`src/rtl/deserializer_out.sv`:
```
// deserializer_out
// Receive end of the 9-bit-word serial link. Hunts for the K-code comma to
// recover word alignment, confirms LOCK_CNT consecutive commas in slot 0, then
// delivers the three data bytes after each comma as one 24-bit word.
//
// Ports:
//   clk_i, rst_i      clock, asynchronous active-high reset
//   data_i, sample_i  serial bit and its qualifier (bit consumed when sample_i=1)
//   data_o            last packet {byte3, byte2, byte1}
//   valid_o           one-cycle strobe, data_o updated
//   locked_o          alignment established
//   err_o             one-cycle strobe, framing error while locked
//   cnt_pkt_o         current word slot (0 = comma, 1..3 = data)
//   pkt_cnt_o, err_cnt_o  saturating statistics, only with DESERIALIZER_OUT_STATS_EN
//
// Optional feature macro: DESERIALIZER_OUT_STATS_EN
//
// state     | meaning
// ST_HUNT   | searching every cycle for the comma word in the shift register
// ST_ALIGN  | word aligned, counting consecutive commas in slot 0
// ST_LOCKED | lock declared, packets delivered
module deserializer_out #(
  parameter logic [7:0]  COMMA    = 8'h3C,
  parameter int unsigned LOCK_CNT = 2
) (
  input  logic        clk_i,
  input  logic        rst_i,
  input  logic        data_i,
  input  logic        sample_i,
  output logic [23:0] data_o,
  output logic        valid_o,
  output logic        locked_o,
  output logic        err_o,
  output logic [1:0]  cnt_pkt_o
`ifdef DESERIALIZER_OUT_STATS_EN
  ,
  output logic [15:0] pkt_cnt_o,
  output logic [7:0]  err_cnt_o
`endif
);

  typedef enum logic [1:0] {
    ST_HUNT   = 2'd0,
    ST_ALIGN  = 2'd1,
    ST_LOCKED = 2'd2
  } state_t;

  localparam logic [8:0] COMMA_WORD = {1'b1, COMMA};
  localparam logic [3:0] LOCK_CNT_L = 4'(LOCK_CNT);

  state_t      r_state;
  state_t      w_state_nxt;
  logic [8:0]  r_sr;
  logic [3:0]  r_bit_cnt;
  logic [1:0]  r_slot;
  logic [3:0]  r_good_cnt;
  logic        r_word_done;
  logic [7:0]  r_b1;
  logic [7:0]  r_b2;
  logic [23:0] r_data;
  logic        r_valid;
  logic        r_err;

  logic w_is_comma;
  logic w_frame_bad;
  logic w_comma_hit;
  logic w_good_last;
  logic w_valid_nxt;
  logic w_err_nxt;

  // r_word_done marks the cycle after the 9th bit landed, so r_sr holds the
  // complete word and r_slot still names the slot it belongs to.
  assign w_is_comma  = (r_sr == COMMA_WORD);
  assign w_comma_hit = r_word_done && (r_slot == 2'd0) && w_is_comma;
  assign w_frame_bad = r_word_done &&
                       (((r_slot == 2'd0) && !w_is_comma) ||
                        ((r_slot != 2'd0) && r_sr[8]));
  assign w_good_last = ((r_good_cnt + 4'd1) == LOCK_CNT_L);

  // State register
  always_ff @(posedge clk_i or posedge rst_i) begin
    if (rst_i) r_state <= ST_HUNT;
    else       r_state <= w_state_nxt;
  end

  // Next-state logic
  always_comb begin
    w_state_nxt = r_state;
    unique case (r_state)
      ST_HUNT:
        if (w_is_comma) w_state_nxt = (LOCK_CNT_L == 4'd1) ? ST_LOCKED : ST_ALIGN;
      ST_ALIGN:
        if (w_frame_bad)                     w_state_nxt = ST_HUNT;
        else if (w_comma_hit && w_good_last) w_state_nxt = ST_LOCKED;
      ST_LOCKED:
        if (w_frame_bad) w_state_nxt = ST_HUNT;
      default:
        w_state_nxt = ST_HUNT;
    endcase
  end

  // Output logic
  always_comb begin
    w_valid_nxt = 1'b0;
    w_err_nxt   = 1'b0;
    locked_o    = (r_state == ST_LOCKED);
    cnt_pkt_o   = (r_state == ST_HUNT) ? 2'd0 : r_slot;
    if ((r_state == ST_LOCKED) && r_word_done) begin
      if (w_frame_bad)            w_err_nxt   = 1'b1;
      else if (r_slot == 2'd3)    w_valid_nxt = 1'b1;
    end
  end

  assign data_o  = r_data;
  assign valid_o = r_valid;
  assign err_o   = r_err;

  // Datapath: shift register, bit/slot/comma counters, packet assembly
  always_ff @(posedge clk_i or posedge rst_i) begin
    if (rst_i) begin
      r_sr        <= '0;
      r_bit_cnt   <= '0;
      r_slot      <= '0;
      r_good_cnt  <= '0;
      r_word_done <= 1'b0;
      r_b1        <= '0;
      r_b2        <= '0;
      r_data      <= '0;
      r_valid     <= 1'b0;
      r_err       <= 1'b0;
    end else begin
      r_valid     <= w_valid_nxt;
      r_err       <= w_err_nxt;
      r_word_done <= 1'b0;
      if (sample_i) r_sr <= {data_i, r_sr[8:1]};

      if (r_state == ST_HUNT) begin
        if (w_is_comma) begin
          // A bit sampled in the detection cycle is already the first bit
          // of the slot-1 word, so it must be counted.
          r_bit_cnt  <= sample_i ? 4'd1 : 4'd0;
          r_slot     <= 2'd1;
          r_good_cnt <= 4'd1;
        end
      end else if (w_state_nxt == ST_HUNT) begin
        r_bit_cnt  <= '0;
        r_slot     <= '0;
        r_good_cnt <= '0;
      end else begin
        if (sample_i) begin
          r_bit_cnt   <= (r_bit_cnt == 4'd8) ? 4'd0 : r_bit_cnt + 4'd1;
          r_word_done <= (r_bit_cnt == 4'd8);
        end
        if (r_word_done) begin
          r_slot <= r_slot + 2'd1;
          if ((r_state == ST_ALIGN) && w_comma_hit) r_good_cnt <= r_good_cnt + 4'd1;
          if (r_state == ST_LOCKED) begin
            unique case (r_slot)
              2'd1:    r_b1   <= r_sr[7:0];
              2'd2:    r_b2   <= r_sr[7:0];
              2'd3:    r_data <= {r_sr[7:0], r_b2, r_b1};
              default: ;
            endcase
          end
        end
      end
    end
  end

`ifdef DESERIALIZER_OUT_STATS_EN
  logic [15:0] r_pkt_cnt;
  logic [7:0]  r_err_cnt;

  always_ff @(posedge clk_i or posedge rst_i) begin
    if (rst_i) begin
      r_pkt_cnt <= '0;
      r_err_cnt <= '0;
    end else begin
      if (r_valid && (r_pkt_cnt != 16'hFFFF)) r_pkt_cnt <= r_pkt_cnt + 16'd1;
      if (r_err   && (r_err_cnt != 8'hFF))    r_err_cnt <= r_err_cnt + 8'd1;
    end
  end

  assign pkt_cnt_o = r_pkt_cnt;
  assign err_cnt_o = r_err_cnt;
`endif

endmodule

```
`config.mk`:
```
export PLATFORM = sky130hd
export DESIGN_NAME = deserializer_out
export DESIGN_NICKNAME = d
export VERILOG_FILES = /design/src/rtl/deserializer_out.sv
export SDC_FILE = /design/constraint.sdc
export NUM_CORES = 1
export LEC_CHECK = 0
export ABC_AREA = 1
export BUFFER_PORTS_ARGS = -buffer_cell sky130_fd_sc_hd__clkbuf_2
export CORE_MARGIN = 1.5
export CORE_UTILIZATION = 45
export CTS_CLUSTER_DIAMETER = 80
export CTS_CLUSTER_SIZE = 30
export DETAILED_ROUTE_END_ITERATION = 16
export GPL_TIMING_DRIVEN = 0
export PLACE_DENSITY_LB_ADDON = 0.25
export SYNTH_ARGS = -nofsm -noshare
export SYNTH_HDL_FRONTEND = slang
export SYNTH_SLANG_ARGS = --single-unit
```
`constraint.sdc`:
```
create_clock -name clk_i -period 1.85 [get_ports clk_i]
set_clock_uncertainty 0.15 [all_clocks]
set_input_delay 0.0925 -clock clk_i [delete_from_list [all_inputs] [get_ports clk_i]]
set_output_delay 0.0925 -clock clk_i [all_outputs]
set_load 0.01 [all_outputs]
```
* Yosys cells after proc, flatten, opt, wreduce, memory -nomap -nowiden *
Index checks and enable logic that the tools add are counted.

storage, ports and cells
  bits in registers = 64
  bits of input ports = 4
  output and inout port bits = 29
  logic and storage cells = 77

cells by class
  add/subtract/negate cells = 3
  equality and inequality tests = 9
  muxes and demuxes = 29
  bitwise operators = 2
  reduce and logical (&&, ||, !) cells = 23

operator list
  kind                   count
  $mux W4                10
  $mux W2                9
  $reduce_and A5 Y1      3
  $eq A9 B9 Y1 const B   1
  $mux W1                9
  $reduce_bool A3 Y1     3
  $add A4 B1 Y4 const B  2
  $logic_and A1 B1 Y1    8
  $eq A2 B2 Y1 const B   3
  $logic_not A2 Y1       3
  $pmux W2 S3            1
  $eq A2 B1 Y1 const B   2
  $eq A4 B2 Y1 const B   1
  $eq A4 B4 Y1 const B   1
  $reduce_and A2 Y1      2
  $reduce_and A3 Y1      1
  $add A2 B1 Y2 const B  1
  $ne A2 B2 Y1 const B   1
  $not A1 Y1             2
  $reduce_bool A2 Y1     1
  $logic_not A1 Y1       1
  $logic_or A1 B1 Y1     1

* Longest topological paths before layout *
Gate-level depths: netlist of the first run.

  depth in word-level cells = 10
  depth in mapped cells = 14
  depth with buffers taken out = 14

* Worst setup path after synthesis of the first run *
No wires, ideal clock.

  path kind = register -> register
  start = register r_slot[0]
  end = register r_b1[0]
  setup time = 0.076 ns
  data arrival time = 1.762 ns
  data required time = 1.624 ns
  path slack = -0.138 ns
  cell stages (with the launch flop) = 14
  path buffers = 1
  period minus slack after synthesis = 1.988 ns
  cells stage by stage = dfrtp_1 inv_1 ha_1 inv_1 a21oi_2 nand2_2 nand2_1 inv_1 nor2_1 nand2_4 nand3_4 buf_6 nand2_1 o21ai_1

between the ends
  cells in the longest elaborated chain, start to end = 10
  elaborated cells between the ends (all ways) = 17
  classes of those cells = 1 x eq/ne; 4 x mux; 1 x bitwise; 11 x reduce/logical

RTL lines
  element                            line    RTL
  start, declared                    55      logic [1:0] r_slot;
  start signal, assigned             155     r_slot <= r_slot + 2'd1;
  $logic_not A2 Y1                   74, 76
  $logic_and A1 B1 Y1 (2 in series)  74      assign w_comma_hit = r_word_done && (r_slot == 2'd0) && w_is_comma;
  $logic_and A1 B1 Y1                94      else if (w_comma_hit && w_good_last) w_state_nxt = ST_LOCKED;
  $mux W2                            94
  $mux W2                            93      if (w_frame_bad) w_state_nxt = ST_HUNT;
  $pmux W2 S3                        89      unique case (r_state)
  $logic_not A2 Y1                   145     end else if (w_state_nxt == ST_HUNT) begin
  $not A1 Y1 (no line)               n/a
  $reduce_and A5 Y1 (no line) *      n/a
  end signal, assigned               159     2'd1: r_b1 <= r_sr[7:0];
  end, declared                      58      logic [7:0] r_b1;

Mark *: on every way between the ends. The rest lies on a longest branch, timed or not.
A chain may end at the register's enable or synchronous reset.

* Final worst setup path of the first run *
  start = register r_good_cnt[1]
  end = register r_b1[6]

between the ends
  cells in the longest elaborated chain, start to end = 9

RTL lines
  element                      line  RTL
  start, declared              56    logic [3:0] r_good_cnt;
  start signal, assigned       156   if ((r_state == ST_ALIGN) && w_comma_hit) r_good_cnt <= r_good_cnt + 4'd1;
  $add A4 B1 Y4                78    assign w_good_last = ((r_good_cnt + 4'd1) == LOCK_CNT_L);
  $eq A4 B2 Y1                 78
  $logic_and A1 B1 Y1          94
  $mux W2                      94
  $mux W2                      93
  $pmux W2 S3                  89
  $logic_not A2 Y1             145
  $not A1 Y1 (no line)         n/a
  $reduce_and A5 Y1 (no line)  n/a

No other way between the ends.

==> results of run 1 <==
sequential cells by signal (all words and copies together), names as in the netlist:
register     count
data_o          24
err_o            1
r_b1             8
r_b2             8
r_bit_cnt        4
r_good_cnt       4
r_slot           2
r_sr             9
r_state          2
r_word_done      1
valid_o          1
per-stage QoR:
stage	total power, mW	utilization [%]	worst slack [ns]	hold slack [ns]
2_1_floorplan	1.81	-	0.000883	0.0593
3_3_place_gp	1.90	51.0	-0.827	0.162
3_5_place_dp	1.92	51.3	-0.339	0.0279
4_1_cts	3.26	60.1	-0.172	0.0850
5_1_grt	3.43	62.0	-0.260	0.136
6_report	3.28	62.0	-0.185	0.0954
cells in the final DEF (no fill, tap or decap), types with 2 or more instances in the layout:
| master | instances |
|---|---|
| nand4_1 | 4 |
| nand2_1 | 107 |
| clkbuf_8 | 10 |
| dlygate4sd3_1 | 2 |
| nand2_2 | 26 |
| nor2_2 | 5 |
| nor2_1 | 16 |
| inv_1 | 29 |
| dfrtp_1 | 61 |
| inv_2 | 8 |
| nor2_4 | 6 |
| o21ai_0 | 17 |
| clkbuf_16 | 2 |
| buf_4 | 15 |
| nand3_1 | 8 |
| clkinvlp_4 | 2 |
| clkbuf_2 | 32 |
| buf_6 | 7 |
| ha_4 | 2 |
| nand3_2 | 2 |
| o21ai_2 | 13 |
| ha_1 | 5 |
| a21oi_2 | 2 |
| nand3_4 | 3 |
| o21ai_1 | 7 |
| buf_8 | 5 |
| dfrtp_2 | 3 |
| clkbuf_1 | 2 |
power by group through the flow:
stage               clock (mW)  combinational (mW)  sequential [mW]
floorplan                    0               0.269             1.54
detailed placement           0               0.364             1.55
global route              1.32               0.580             1.53
finish                    1.23               0.527             1.52
CTS                       1.25               0.495             1.51
global placement             0               0.348             1.55
worst max-delay path by stage:
| stage | startpoint | endpoint | slack, ns | cells past startpoint |
|---|---|---|---|---|
| global route | r_good_cnt[1] | r_b1[6] | -0.26 | 12 |
| finish | r_good_cnt[1] | r_b1[6] | -0.19 | 12 |
| global placement | rst_i | data_o[20] | -0.83 | 2 |
| floorplan | r_good_cnt[0] | r_b1[0] | 0.0009 | 13 |
| detailed placement | r_slot[0] | data_o[8] | -0.34 | 10 |
| CTS | r_good_cnt[1] | r_b1[7] | -0.17 | 13 |
worst min-delay path: stages:
cell      delay, ns
clkbuf_2       0.11
nor2_1         0.05
nand2_1        0.07
nand2_2        0.10
nand2_1        0.07
nand2_1        0.05
cell type report:
class	count	area, um^2	area share [%]
clock buffers	10	138	3.50
well taps	77	96.3	2.45
plain buffers	7	82.6	2.10
flip-flops and latches	64	1610	40.8
multi-input cells	232	1320	33.6
clock inverters	6	67.6	1.72
inverters	38	155	3.94
repair buffers	60	469	11.9
timing repair:
item | 4_1_cts | 5_1_grt
setup endpoints to repair | 52 | 52
setup buffers | 21 | 2
gates resized for setup | 52 | 18
gates cloned | 1 | 2
hold buffers | 2 | 0
pin swaps | 10 | 9
endpoints found under the hold margin | 26 | 0
cells by family after synthesis:
kind of cell | synth area share, %
and+or+nand+nor | 27.4
DFF | 54.1
buffers and inverters | 6.38
AOI/OAI and AO/OA | 8.83
adders and majority gates | 3.38
layer usage:
metal | track usage (%) | up-vias | wire (um)
li1 | - | 1202 | -
met1 | 26.8 | 1139 | 3070
met2 | 31.8 | 45 | 3160
met3 | 3.64 | 14 | 216
met4 | 8.64 | 0 | 123
met5 | 0 | - | 0
==> summary.md, run 1 <==
| Metric | Value |
|---|---|
| Period Utilization, post-route | 110% |
| Failing checks | setup timing |
| Layout fillers | between 500 and 600 |
| CORE AREA | 0.00635 mm^2 |
| H-tree levels | 3 |
| Hold Crit Endpoint | r_bit_cnt[2] |
| Wirelength, routed | 6570 um |
| FF-to-FF setup slack | -0.19 ns |
| Register area share after synthesis | a little over half |
| Non-Filler Instances | 494 |
| Leakage power | roughly 2.0 nW |
| Worst R2R Start | r_good_cnt[1] |
| Post-synth top flop | dfrtp_1 |
| Largest net degree at the start of global routing | 40 |
| Part of the power in combinational logic | 16.1% |
| Setup crit end kind | flip-flop |
| CTS max path bufs | 2 |
| Slew headroom | between 60% and 70% |
| Post-synth EDFFs | 0 |
| Ant diodes | 0 |
| Synth top area cells | dfrtp_1 54%, nand2_1 16%, inv_1 4.4%, o21ai_2 3.5%, ha_1 3.4% |
| Final setup fails | 27 |
| Syn-to-layout area delta | 32.9% |
| Total number of vias | around 2,400 |
| CTS Root Buffer Type | clkbuf_8 |
| Nets | roughly 420 |
| Flop and latch count out of synthesis | 64 |
| # clock sinks | 64 |
| Top-count cell post-synth | nand2_1 |
| Crit path largest cell delay | around 0.45 ns |
| DRC viols | 0 |
| Die Span X | 84.1 um |
| CTS tree | done |
| Final Critical Period | slightly above 2 ns |
| Post-route cell area | about 0.004 mm^2 |
| Pwr per Cell Area | 833 mW/mm^2 |
| Initial drt markers | between 150 and 200 |
| Sw Ratio | 28.8% |
| CP bufs+invs | 2 |
| Post-synth top area share | a little over half |
| Worst Hold Launch | sample_i |
| First-pass GRT wire length | around 11,000 um |
| Pin slew with the least headroom to its limit | roughly 0.58 ns |
| GRT Util Overall | around 20% |
| Synth Cell Area | 0.00296 mm^2 |
| Clock share of power | a little under two fifths |
| Async SR Flop Fraction | 100% |
| CP max-delay cell | dfrtp_2 |
| Reg clk slew, reported paths | 0.08 ns |
| Reg power frac | a little under half |
| FP Rows | 29 |
| Syn Area/Cell | between 8 and 9 um^2 |
| Syn nets | ~350 |
| DRT Pass-1 Iters | 4 |
| Yosys cell types | 27 |
| Cells after Synth | about 340 |
| Port bufs | 32 |
| Max Freq | approximately 490 MHz |
| Critical Path Source Type | flip-flop |
| Ports | 33 |
| Placer Congestion | between 0.8 and 0.9 |
| Worst hold path type | in -> reg |
| RSZ-0062 raised after global routing | true |
| P_sw | approximately 0.94 mW |
| WP data required | around 1.9 ns |
| Slew Viols, Final | 0 |
| YS warnings | 0 |
| Crit-path leading delay family | simple AND/OR/NAND/NOR gates |
| Hold path depth | 6 |
| Grt ovf | 0 |
| Initial core utilization | around 47% |
| Cell Area, Placed | roughly 0.0033 mm^2 |
| Critical path peak fanout | 8 |
| VDD IR max | ~0.67 mV |
| Worst reg2reg path endpoint | r_b1[6] |
| Outcome | finished with violations |
| Initial antenna violation count | 0 |
| Die ar. | roughly 0.0071 mm^2 |
| Dpl hpwl | about 4200 um |
| Ratio of cells with drive above 1 in the final layout | a little under two fifths |
| Vias/cell | between 4 and 5 |
| TritonCTS buffer count | 9 |
| Skew-Pair Late Insertion Delay | about 0.34 ns |
| CP Class | reg -> reg |
| Dpl cells | between 400 and 500 |
| Post-synth top cells | 130 x nand2_1, 64 x dfrtp_1, 35 x inv_1 |
| Die Span Y | about 84 um |
| Largest area contributor in the netlist | dfrtp_1 |
| Critical path, cell by cell | buf_4 > nand4_1 > nand2_2 > nor2_4 > nand3_4 > nor2_4 > nor2_2 > nand2_4 > nand3_4 > buf_6 > nand2_2 > o21ai_2 |
| Max-cap violation count | 0 |
| Vias in the first global route | approximately 2,400 |
| Final hold vios | 0 |
| Crit path DAT | 2.11 ns |
| Post-DRT Antenna Nets | 0 |
| Int Power | 2.33 mW |
| R2r worst-path depth | 12 |
| Final worst slack | -0.185 ns |
| Total negative slack | -3.65 ns |
| WL/cell | about 13 um |
(Power assumes the default switching activity.)
==> inputs of run 2 (changes only) <==
Settings changed: ABC_AREA 1 to 0.
==> run 2 against run 1 <==
Wire length is 4.7% lower; critical path depth is 5 lower; critical endpoint is now data_o[15]; maximum frequency is 18% lower; setup slack worse by 0.44 ns; the flow still finishes with violations (setup timing); cell count is 23% lower; register-to-register slack worse by 0.44 ns; combinational power is 25% higher; sequential share of layout area is 0.31 points lower.
==> summary.md, run 2 <==
| Metric | Value |
|---|---|
| Outcome | finished with violations |
| Failing checks | setup timing |
| Largest register FFs | 24 |
| Final hold vios | 0 |
| Async SR Flop Fraction | 100% |
| Reg clk slew, reported paths | around 0.070 ns |
| FP Rows | 29 |
| Met3 Track Usage GR | under 10% |
| Critical Path Source Type | flip-flop |
| Initial drt markers | 65 |
| Syn-to-layout area delta | 33.6% |
| Final worst slack | -0.627 ns |
| Crit path largest cell delay | about 0.53 ns |
| GRT Util Overall | between 10% and 20% |
| DRT Pass-1 Iters | 4 |
| RSZ-0062 raised after global routing | true |
| Syn Area/Cell | approximately 13 um^2 |
| Crit-path leading delay family | simple AND/OR/NAND/NOR gates |
| CTS tree | done |
| WP data required | roughly 1.9 ns |
| YS warnings | 0 |
| Die Span X | around 84 um |
| VDD IR max | between 0.7 and 0.8 mV |
| Yosys cell types | 42 |
| Dpl hpwl | 3640 um |
| Post-synth top area share | 53.9% |
| Post-DRT Antenna Nets | 0 |
| Commonest non-fill, non-tap cell in the layout | dfrtp_1 |
| Largest net degree at the start of global routing | 35 |
| Critical path peak fanout | 6 |
| Placer Congestion | about 0.81 |
| Pin slew with the least headroom to its limit | approximately 0.74 ns |
| Register area share after synthesis | between 50% and 60% |
| Post-synth EDFFs | 0 |
| CP Class | reg -> reg |
| Flop and latch count out of synthesis | 64 |
| Ports | 33 |
| Slew Viols, Final | 0 |
| # clock sinks | 64 |
| Nets | 310 |
| Synth Cell Area | a little under 0.003 mm^2 |
| Port bufs | 31 |
| Critical path, cell by cell | or3b_4 > or4_4 > nand2_4 > and3_4 > buf_12 > clkbuf_16 > mux2_4 |
| Setup crit end kind | flip-flop |
| Ratio of cells with drive above 1 in the final layout | 54.0% |
| Ant diodes | 0 |
| WL/cell | ~17 um |
| Die ar. | approximately 0.0071 mm^2 |
| Period Utilization, post-route | 134% |
| TritonCTS buffer count | 9 |
| CTS max path bufs | 2 |
| Pwr per Cell Area | 863 mW/mm^2 |
| CP bufs+invs | 2 |
| Power Total | roughly 3.4 mW |
| Top-count cell post-synth | dfrtp_1 |
| Grt ovf | 0 |
| Most frequent cells in the layout | 61 x dfrtp_1, 39 x mux2_4, 31 x clkbuf_2, 20 x buf_4, 11 x mux2_2 |
| Max Freq | just over 400 MHz |
| Vias/cell | ~5.4 |
| Met1 Use GR | a little under a quarter |
| Largest area contributor in the netlist | dfrtp_1 |
| Initial antenna violation count | 0 |
| Synth top area cells | dfrtp_1 54%, mux2_2 12%, mux2_4 9.6%, ha_1 3.4%, buf_12 2.0% |
| Die Span Y | 84.2 um |
| Worst hold path type | in -> reg |
| Wirelength, routed | approximately 6300 um |
| Total number of vias | 2,056 |
| Max-cap violation count | 0 |
| Leakage power | roughly 1.9 nW |
| Vias in the first global route | 1,985 |
| Busiest layer in global routing | met2 |
| Skew-Pair Late Insertion Delay | between 0.3 and 0.4 ns |
| GR met2 Demand/Resource | 28.4% |
| Syn nets | approximately 240 |
| Final Critical Period | between 2 and 2.5 ns |
| CTS Root Buffer Type | clkbuf_8 |
| H-tree levels | 3 |
| Initial core utilization | a little under half |
| CP max-delay cell | or4_4 |
| Crit path DAT | approximately 2.6 ns |
| Post-synth top cells | 64 x dfrtp_1, 31 x mux2_2, 19 x mux2_4 |
| CORE AREA | ~0.0063 mm^2 |
| Dpl ws | -0.643 ns |
| Final setup fails | 54 |
| First-pass GRT wire length | about 9800 um |
| Cells after Synth | 224 |
| Post-synth top flop | dfrtp_1 |
| Slew headroom | approximately half |
| DRC viols | 0 |
run 2: metrics by stage:
step	utilization [%]	std cells	hold WS [ns]	setup TNS (ns)	instance area, um^2
floorplan	-	224	0.0942	-18.65	2990
finish	62.5	379	0.0752	-27.99	3970
global placement	51.1	332	0.179	-77.14	3240
detailed placement	51.4	333	0.105	-27.81	3260
CTS	59.0	368	0.0621	-26.72	3750
global route	62.5	379	0.0887	-30.21	3970
run 2: path summary, 6_finish.rpt:
kind / from / to / depth (start not counted) / slack, ns
max in group asynchronous: rst_i / r_sr[4] / 4 / 0.65
max reg2reg: r_sr[1] / data_o[15] / 7 / -0.63
min: sample_i / r_sr[7] / 2 / 0.08
min reg2reg: r_b1[1] / data_o[1] / 1 / 0.36
max: r_sr[1] / data_o[15] / 7 / -0.63
min in group asynchronous: rst_i / data_o[0] / 3 / 0.26
run 2: layout make-up:
class	count	area (um^2)
plain buffers	10	120
repair buffers	63	480
fillers	492	2380
flip-flops and latches	64	1610
clock buffers	9	124
inverters	9	33.8
multi-input cells	141	1450
well taps	77	96.3
clock inverters	6	61.3
run 2: logic make-up after synthesis:
kind of cell | count (synthesis) | synth area share [%]
flops | 64 | 53.9
compound gates | 33 | 7.29
simple gates | 49 | 9.36
buf+inv | 19 | 4.34
mux | 51 | 21.7
fa+ha+maj | 8 | 3.37
run 2: where the power goes:
part / total, mW / internal (mW) / switching, mW
clock network: 1.16 / 0.609 / 0.548
logic: 0.657 / 0.310 / 0.348
registers: 1.61 / 1.49 / 0.118
total: 3.42 / 2.41 / 1.01
run 2: per-layer routing:
metal  part of all wire, %  up-vias
met2                    50       64
met3                   4.8        9
met4                  0.80        0
li1                      -      954
met5                     0        -
met1                    45     1029
run 2: worst reg2reg max path: stages (launching register included):
cell and delay (ns):
dfrtp_1 0.40, or3b_4 0.41, or4_4 0.53, nand2_4 0.11
and3_4 0.19, buf_12 0.14, clkbuf_16 0.15, mux2_4 0.29
run 2: timing repair:
| action | CTS | global route |
|---|---|---|
| hold buffers | 2 | 0 |
| pin swaps | 12 | 6 |
| gates cloned | 1 | 1 |
| setup buffers | 17 | 12 |
| endpoints found under the hold margin | 34 | 0 |
| gates resized for setup | 29 | 33 |
| setup endpoints to repair | 52 | 54 |
==> inputs of run 3 (changes only) <==
Settings changed: RECOVER_POWER from default to 100.
==> run 3 against run 2 <==
The flow still finishes with violations (setup timing); utilization down 0.81 points; non-clock buffer count did not move; maximum frequency fell by 0.10%; sequential power barely moved; critical endpoint unchanged.
==> summary.md, run 3 (synthesized netlist as in run 2, its figures left out) <==
| Metric | Value |
|---|---|
| Grt ovf | 0 |
| Largest register FFs | 24 |
| WP data required | roughly 1.9 ns |
| Total number of vias | approximately 2,000 |
| Part of the power in combinational logic | a little under a fifth |
| Vias/cell | approximately 5.4 |
| End of the critical path | data_o[15] |
| Pin slew with the least headroom to its limit | 0.711 ns |
| WL/cell | 16.5 um |
| CTS Root Buffer Type | clkbuf_8 |
| Initial drt markers | 66 |
| P_sw | 1.01 mW |
| Slew headroom | between 50% and 60% |
| Max Freq | 403 MHz |
| Crit path depth | 7 |
| R2r worst-path depth | 7 |
| DRT Pass-1 Iters | 4 |
| # clock sinks | between 60 and 70 |
| Failing checks | setup timing |
| Outcome | finished with violations |
| Critical path, cell by cell | or3b_4 > or4_4 > nand2_4 > and3_4 > buf_12 > clkbuf_16 > mux2_4 |
| Dpl ws | -0.643 ns |
| CP Class | reg -> reg |
| Ant diodes | 0 |
| GRT Util Overall | between 10% and 20% |
| CTS tree | done |
| Post-DRT Antenna Nets | 0 |
| Vias in the first global route | between 1,500 and 2,000 |
| Syn-to-layout area delta | 31.9% |
| Placer Congestion | roughly 0.8 |
| Skew-Pair Late Insertion Delay | about 0.34 ns |
| Int Power | between 2 and 2.5 mW |
| Commonest non-fill, non-tap cell in the layout | dfrtp_1 |
| Worst R2R Start | r_sr[1] |
| CP max-delay cell | or4_4 |
| Die Span Y | 84.2 um |
| Crit path DAT | roughly 2.6 ns |
| Slew Viols, Final | 0 |
| Worst hold path type | in -> reg |
| CP startpoint | r_sr[1] |
| Most frequent cells in the layout | 62 x dfrtp_1, 39 x mux2_4, 32 x clkbuf_1, 19 x buf_4, 11 x mux2_2 |
| Leakage power | 1.82 nW |
| CTS max path bufs | 2 |
| Initial antenna violation count | 0 |
| Setup crit end kind | flip-flop |
| Die Span X | 84.2 um |
| Crit-path leading delay family | simple AND/OR/NAND/NOR gates |
| Max-cap violation count | 0 |
| Sw Ratio | 29.7% |
| Ports | 33 |
| Clock share of power | 34.0% |
| Reg power frac | between 40% and 50% |
| Final Critical Period | 2.48 ns |
| First-pass GRT wire length | about 9800 um |
| Dpl cells | ~330 |
| Port bufs | 31 |
| Worst reg2reg path endpoint | data_o[15] |
| CORE AREA | 0.00635 mm^2 |
| Period Utilization, post-route | 134% |
| Die ar. | 0.00709 mm^2 |
| Ratio of cells with drive above 1 in the final layout | roughly 44% |
| Initial core utilization | a little under half |
| Critical Path Source Type | flip-flop |
| VDD IR max | ~0.71 mV |
| Non-Filler Instances | approximately 380 |
| Final setup fails | 54 |
| RSZ-0062 raised after global routing | true |
| Layout fillers | around 510 |
| DRC viols | 0 |
| CP bufs+invs | 2 |
| Final worst slack | -0.629 ns |
| Pwr per Cell Area | approximately 870 mW/mm^2 |
| H-tree levels | 3 |
| Wirelength, routed | 6260 um |
| Final hold vios | 0 |
| Largest net degree at the start of global routing | 35 |
| FP Rows | 29 |
| Dpl hpwl | 3640 um |
| FF-to-FF setup slack | -0.63 ns |
| TritonCTS buffer count | 9 |
| Critical path peak fanout | 6 |
| Nets | 310 |
| Crit path largest cell delay | approximately 0.52 ns |
| Reg clk slew, reported paths | 0.08 ns |
==> run 3: cell types whose count changed in the layout (fill, tap and decap cells not counted) <==
cell,delta
clkbuf_1,+28
buf_12,-1
dfrtp_2,-1
clkbuf_2,-27
dfrtp_1,+1
buf_4,-1
clkbuf_4,+1
==> run 3: power groups by stage <==
stage	Clock (mW)	Sequential [mW]	Combinational, mW
3_3_place_gp	0	1.64	0.379
3_5_place_dp	0	1.65	0.397
5_1_grt	1.25	1.62	0.707
6_report	1.16	1.60	0.648
4_1_cts	1.19	1.60	0.587
2_1_floorplan	0	1.60	0.308
==> run 3: worst min-delay path by stage <==
stage / start / endpoint / slack [ns] / depth (start not counted)
finish: sample_i / r_sr[7] / 0.08 / 2
floorplan: data_i / r_sr[8] / 0.09 / 1
global placement: data_i / r_sr[8] / 0.18 / 2
detailed placement: rst_i / data_o[0] / 0.10 / 2
global route: sample_i / r_sr[5] / 0.09 / 2
CTS: sample_i / r_sr[7] / 0.06 / 2
==> run 3: repair_timing <==
| item | in CTS | in global routing |
|---|---|---|
| hold endpoints to repair | 34 | 0 |
| gates resized for setup | 29 | 33 |
| cloned | 1 | 1 |
| setup buffers | 17 | 12 |
| hold buffers | 2 | 0 |
| pin swaps | 12 | 6 |
| endpoints found under the setup margin | 52 | 54 |
==> run 3: area by class of cell <==
cell class	instances	area, um^2	area share, %
inverters	9	33.8	0.863
multi-input cells	141	1450	36.9
repair buffers	63	430	11.0
clock buffers	9	124	3.16
flip-flops and latches	64	1600	41.0
well taps	77	96.3	2.46
clock inverters	6	61.3	1.57
plain buffers	10	120	3.07
==> run 3: worst reg2reg max path: cells and delay by family (launching register included) <==
family	cells	cell delay [ns]
flops	1	0.40
mux	1	0.29
buf+inv	2	0.29
simple gates	4	1.24
==> run 3: through the flow <==
stage	total power [mW]	hold slack (ns)	util, %	setup TNS [ns]	cell area (um^2)
floorplan	1.90	0.0942	-	-18.65	2990
global placement	2.02	0.179	51.1	-77.14	3240
detailed placement	2.04	0.105	51.4	-27.81	3260
CTS	3.38	0.0621	59.0	-26.72	3750
global route	3.58	0.0887	61.7	-30.22	3920
finish	3.41	0.0758	61.7	-28.05	3920
==> run 3: per-layer routing <==
metal | vias to the layer above | global-route usage [%] | wire length (um)
li1 | 955 | - | -
met1 | 1027 | 22.8 | 2800
met2 | 52 | 28.4 | 3090
met3 | 7 | 6.59 | 315
met4 | 0 | 4.77 | 53
met5 | - | 0 | 0
